**config.mk**
```make
export PLATFORM = sky130hd
export DESIGN_NAME = hazard_controller
export DESIGN_NICKNAME = d
export VERILOG_FILES = /design/src/rtl/pipe_pkg.sv /design/src/rtl/hazard_controller_forward_unit.sv /design/src/rtl/hazard_controller.sv
export SDC_FILE = /design/constraint.sdc
export NUM_CORES = 1
export LEC_CHECK = 0
export CAP_MARGIN = 30
export CORE_ASPECT_RATIO = 1.75
export CORE_UTILIZATION = 40
export CTS_BUF_LIST = sky130_fd_sc_hd__clkbuf_8
export DETAILED_ROUTE_END_ITERATION = 7
export GPL_TIMING_DRIVEN = 0
export MAX_ROUTING_LAYER = met4
export PLACE_DENSITY = 0.8
export SLEW_MARGIN = 10
export SYNTH_ARGS = -nofsm -noshare
export SYNTH_HDL_FRONTEND = slang
export SYNTH_HIERARCHICAL = 1
export SYNTH_SLANG_ARGS = --single-unit
```
**constraint.sdc**
```tcl
create_clock -name clk -period 2.22 [get_ports clk]
set_input_delay 0.444 -clock clk [delete_from_list [all_inputs] [get_ports clk]]
set_output_delay 0.444 -clock clk [all_outputs]
set_load 0.01 [all_outputs]
```
**src/rtl/pipe_pkg.sv**
```systemverilog
// Shared types and constants for the pipeline hazard controller:
// memory FSM states, writeback select codes and forwarding selects.
package pipe_pkg;

  typedef enum logic [2:0] {
    IDLE = 3'd0,
    REQ  = 3'd1,
    WAIT = 3'd2,
    DONE = 3'd3,
    ERR  = 3'd4
  } mem_state_e;

  localparam logic [1:0] WB_MEM = 2'b01;

  localparam logic [1:0] FWD_RF = 2'b00;
  localparam logic [1:0] FWD_W  = 2'b01;
  localparam logic [1:0] FWD_M  = 2'b10;

  // A later stage can supply a source only if it writes a non-x0 register with that index.
  function automatic logic src_match(input logic [4:0] rd, input logic wren,
                                     input logic [4:0] rs);
    return wren && (rd != 5'd0) && (rd == rs);
  endfunction

endpackage

```
**src/rtl/hazard_controller_forward_unit.sv**
```systemverilog
// Operand bypass select for one execute-stage source register.
// M is newer than W, so it wins when both hold the register.
module forward_unit
  import pipe_pkg::*;
(
  input  logic [4:0] rs_addrE,
  input  logic [4:0] rd_addrM,
  input  logic       rd_wrenM,
  input  logic [4:0] rd_addrW,
  input  logic       rd_wrenW,
  output logic [1:0] fwd_sel
);

  always_comb begin
    fwd_sel = FWD_RF;
    if (src_match(rd_addrM, rd_wrenM, rs_addrE)) begin
      fwd_sel = FWD_M;
    end else if (src_match(rd_addrW, rd_wrenW, rs_addrE)) begin
      fwd_sel = FWD_W;
    end
  end

endmodule

```
**src/rtl/hazard_controller.sv**
```systemverilog
// Pipeline hazard controller: data-memory access FSM with timeout,
// stall/flush arbitration (memory > branch > load-use) and operand forwarding.
module hazard_controller
  import pipe_pkg::*;
#(
  parameter int TIMEOUT = 255,
  parameter int CNT_W   = 8
) (
  input  logic       clk,
  input  logic       aclr,
  input  logic [4:0] rs1_addrD,
  input  logic [4:0] rs2_addrD,
  input  logic       rs1_usedD,
  input  logic       rs2_usedD,
  input  logic [4:0] rs1_addrE,
  input  logic [4:0] rs2_addrE,
  input  logic [4:0] rd_addrE,
  input  logic [4:0] rd_addrM,
  input  logic [4:0] rd_addrW,
  input  logic       rd_wrenE,
  input  logic       rd_wrenM,
  input  logic       rd_wrenW,
  input  logic [1:0] wb_selE,
  input  logic       br_takenE,
  input  logic       mem_accessM,
  input  logic       dmem_ack,
  output logic       dmem_req,
  output logic       stallF,
  output logic       stallD,
  output logic       stallE,
  output logic       stallM,
  output logic       flushD,
  output logic       flushE,
  output logic       flushW,
  output logic [1:0] fwd_selA,
  output logic [1:0] fwd_selB,
  output logic       mem_err,
  output logic [2:0] dbg_state_o
);

  localparam logic [CNT_W-1:0] CNT_LAST = CNT_W'(TIMEOUT - 1);
  localparam logic [CNT_W-1:0] CNT_ONE  = CNT_W'(1);

  mem_state_e       state_q, state_d;
  logic [CNT_W-1:0] cnt_q, cnt_d;
  logic             err_q, err_d;
  logic             mem_stall;
  logic             load_use;

  always_ff @(posedge clk or negedge aclr) begin
    if (!aclr) begin
      state_q <= IDLE;
      cnt_q   <= '0;
      err_q   <= 1'b0;
    end else begin
      state_q <= state_d;
      cnt_q   <= cnt_d;
      err_q   <= err_d;
    end
  end

  // Memory handshake: dmem_req is a one-cycle pulse issued in REQ; the memory
  // answers with a one-cycle dmem_ack at any later time (or in REQ itself).
  always_comb begin
    state_d = state_q;
    cnt_d   = cnt_q;
    err_d   = err_q;
    case (state_q)
      IDLE: begin
        if (mem_accessM) state_d = REQ;
      end
      REQ: begin
        if (dmem_ack) begin
          state_d = DONE;
        end else begin
          state_d = WAIT;
          cnt_d   = '0;
        end
      end
      WAIT: begin
        cnt_d = cnt_q + CNT_ONE;
        if (dmem_ack) begin
          state_d = DONE;
        end else if (cnt_q == CNT_LAST) begin
          state_d = ERR;
          err_d   = 1'b1;
        end
      end
      DONE:    state_d = IDLE;
      ERR:     state_d = IDLE;
      default: state_d = IDLE;
    endcase
  end

  assign dmem_req    = (state_q == REQ);
  assign mem_err     = err_q;
  assign dbg_state_o = state_q;

  assign mem_stall = mem_accessM && (state_q != DONE) && (state_q != ERR);

  assign load_use = (wb_selE == WB_MEM) && rd_wrenE && (rd_addrE != 5'd0) &&
                    ((rs1_usedD && (rs1_addrD == rd_addrE)) ||
                     (rs2_usedD && (rs2_addrD == rd_addrE)));

  // The taken branch is held in E during a memory stall, so it is ignored there.
  always_comb begin
    stallF = 1'b0;
    stallD = 1'b0;
    stallE = 1'b0;
    stallM = 1'b0;
    flushD = 1'b0;
    flushE = 1'b0;
    flushW = 1'b0;
    if (mem_stall) begin
      stallF = 1'b1;
      stallD = 1'b1;
      stallE = 1'b1;
      stallM = 1'b1;
      flushW = 1'b1;
    end else if (br_takenE) begin
      flushD = 1'b1;
      flushE = 1'b1;
    end else if (load_use) begin
      stallF = 1'b1;
      stallD = 1'b1;
      flushE = 1'b1;
    end
  end

  forward_unit u_fwd_a (
    .rs_addrE (rs1_addrE),
    .rd_addrM (rd_addrM),
    .rd_wrenM (rd_wrenM),
    .rd_addrW (rd_addrW),
    .rd_wrenW (rd_wrenW),
    .fwd_sel  (fwd_selA)
  );

  forward_unit u_fwd_b (
    .rs_addrE (rs2_addrE),
    .rd_addrM (rd_addrM),
    .rd_wrenM (rd_wrenM),
    .rd_addrW (rd_addrW),
    .rd_wrenW (rd_wrenW),
    .fwd_sel  (fwd_selB)
  );

endmodule

```
==> metrics, run 1 <==
CP Launch Type input pin; RSZ-0062 raised after global routing true; Die H between 70 and 80 um; Hold Crit Start mem_err; period utilization 99.3%; Setup violations, final 0; die width around 42 um; register area share after synthesis 26.8%; Hold Path Sink mem_err; data arrival time of the worst path 1760 ps; Design Area, Final 1880 um2; worst vdd ir 0.294 mV; Max FO, Critical Path 2; Unique masters post-synth 38; fmax ~0.45 GHz; crit end category output pin; Mapped Cells 129; post-route total power 0.00122 W; final hold viol count 0; post-route ant nets 0; Root Driver clkbuf_8; Hold Crit Class reg -> reg; DIE AREA around 3000 um2; HPWL Detailed 2.77 mm; pwr dens 651 nW/um2; nets 251; number of CTS-inserted buffers 3; Longest Clk Path Bufs 2; placed instance area 1770 um2; kind of critical path in -> out; status finished clean; Initial Utilization 41.6%; CP startpoint rs1_addrD[2]; worst flop-to-flop path endpoint cnt_q[5]; via count 1284; area delta synth->final 68.0%; number of global-route vias before repair between 1000 and 1500; Worst EP required 1780 ps; CORE AREA between 2000 and 3000 um2; Reg2Reg Depth 6; FF-to-FF Start dbg_state_o[2]; antenna fix cells 0; yosys warns 6; Slew @ Worst Pin 559 ps; Final min period 2200 ps; Fillers ~240; grt total ovfl 0; Max Slew Vio Count 0; I/O pins 63; Clock Skew 2.40 ps; first-pass GRT wire length 5.87 mm; DR WL/cell around 16 um; global placer's final weighted congestion 0.870; final hold slack 471 ps; most frequent cells in the layout clkdlybuf4s50_1 (21), dlygate4sd2_1 (16), xor2_1 (13), nand2_1 (11), xnor2_1 (11); share of cells above drive strength 1 between 20% and 30%; Port Buf Inserts 62; Net Count, Synth 178; Num Clock Sinks 12; final core utilization 69.9%; CTS clk-pin slew, worst paths around 50 ps; initial antenna violation count 0; maxcap violations 0; Rel. slew slack 62.6%; Post-route DRC 0; multi-input logic area 836 um2; GR Util All Layers 25.8%; H-tree depth 1; worst skew pair latency ~250 ps; area occupied by registers 303 um2; flops & latches, synth 12; Post-Syn Area per Cell 8.67 um2; commonest non-fill, non-tap cell in the layout clkdlybuf4s50_1; final wirelength 3.56 mm; LEAKAGE 0.877 nW; cts hold-fix bufs 0; std cell rows 25; DR vias/cell 5.63; FF-to-FF setup slack 430 ps; Post-Synthesis Cell Area 1120 um2; largest net degree at the start of global routing 13; Iter 0 DRT Violations 14; TritonCTS clock tree built; First-pass DRT Iterations 4; Worst Hold Path Cells 1
-- layer usage --
layer / global-route usage, % / up-vias / share of wire [%]
met5: - / - / 0
met4: 17.9 / 0 / 4.9
met3: 3.73 / 19 / 5.3
met2: 49.3 / 69 / 59
met1: 21.8 / 589 / 31
li1: - / 607 / -
-- synth_stat cells --
master / n / share of area [%]
inv_1: 5 / 1.7
nor4_1: 4 / 2.2
nand3_1: 7 / 3.1
o41ai_2: 2 / 2.9
dfrtp_1: 12 / 27
nor2_4: 1 / 1.0
nor2b_1: 1 / 0.56
or3b_1: 1 / 0.78
buf_2: 2 / 0.89
o2111ai_1: 1 / 0.78
and2_0: 1 / 0.56
a21oi_1: 3 / 1.3
or2b_1: 2 / 1.3
o21ai_1: 4 / 1.8
o22a_1: 1 / 0.78
o31ai_1: 2 / 1.3
a31oi_1: 2 / 1.1
xnor2_1: 12 / 9.4
nand4_1: 6 / 3.4
mux2i_1: 3 / 2.7
nor3b_1: 1 / 0.67
ha_1: 2 / 2.2
a32oi_1: 1 / 0.78
or2_2: 1 / 0.56
buf_6: 1 / 1.0
xor2_1: 14 / 11
nand2_1: 11 / 3.7
nor2_1: 4 / 1.3
nor3_1: 5 / 2.2
o221ai_1: 1 / 0.78
and2_4: 1 / 0.78
and3_1: 1 / 0.56
buf_4: 3 / 2.0
nor3_2: 2 / 1.8
or4b_1: 1 / 0.89
a211oi_2: 2 / 2.2
or4_1: 1 / 0.67
o21ai_0: 5 / 2.2
-- timing repair --
item                                    CTS  global route
gates resized for setup                  74            28
setup buffers                             5             1
pin swaps                                15            15
endpoints found under the setup margin   11             5
-- cell type report --
cell class | instances | share of cell area [%]
flip-flops and latches | 12 | 16.1
clock buffers | 4 | 2.93
plain buffers | 6 | 2.33
well taps | 27 | 1.80
inverters | 5 | 0.999
multi-input cells | 106 | 44.5
repair buffers | 68 | 31.4
-- critical path, cell delays in order --
cell and delay [ps]:
clkbuf_2 100, xor2_2 170, nor4_2 330, a32oi_2 180, o31ai_2 280, buf_4 160
buf_6 90
-- through the flow --
stage | TNS, ps | setup WS [ps] | std cells
global route | -79.4 | -71.9 | 228
global placement | -3970 | -763 | 218
CTS | -12.5 | -12.5 | 227
detailed placement | -4260 | -805 | 218
finish | 0 | 15.6 | 228
floorplan | 0 | 153 | 129
-- cell families after synthesis --
group | synth area share [%]
compound gates | 16.1
xor+xnor | 20.4
fa+ha+maj | 2.24
buf+inv | 5.59
flops | 26.8
mux | 2.68
simple gates | 26.2
-- registers in the layout, indices dropped and copies added (netlist names) --
register	count
cnt_q	8
dbg_state_o	3
mem_err	1
-- power by group --
group          total (W)  leakage [nW]  internal, W  switching (W)
sequential      0.000337         0.157     0.000269      0.0000678
combinational   0.000644         0.691     0.000336       0.000308
clock           0.000242        0.0288     0.000157      0.0000848
total            0.00122         0.877     0.000762       0.000460
-- worst max-delay path by stage --
| stage | to | slack, ps | depth (start not counted) |
|---|---|---|---|
| global placement | stallF | -760 | 7 |
| global route | stallF | -70 | 7 |
| floorplan | stallF | 150 | 5 |
| detailed placement | stallF | -800 | 7 |
| CTS | stallF | -10 | 7 |
| finish | stallF | 20 | 7 |
Note: power is estimated with default switching activity, not from simulation.
==> run 2, diff against run 1 <==
--- a/config.mk
+++ b/config.mk
@@ -13,7 +13,7 @@
 export GPL_TIMING_DRIVEN = 0
 export MAX_ROUTING_LAYER = met4
 export PLACE_DENSITY = 0.8
-export SLEW_MARGIN = 10
+export SLEW_MARGIN = 20
 export SYNTH_ARGS = -nofsm -noshare
 export SYNTH_HDL_FRONTEND = slang
 export SYNTH_HIERARCHICAL = 1
==> results of run 2 <==
Same layout as run 1: the final DEF is identical, and so are final timing and power.
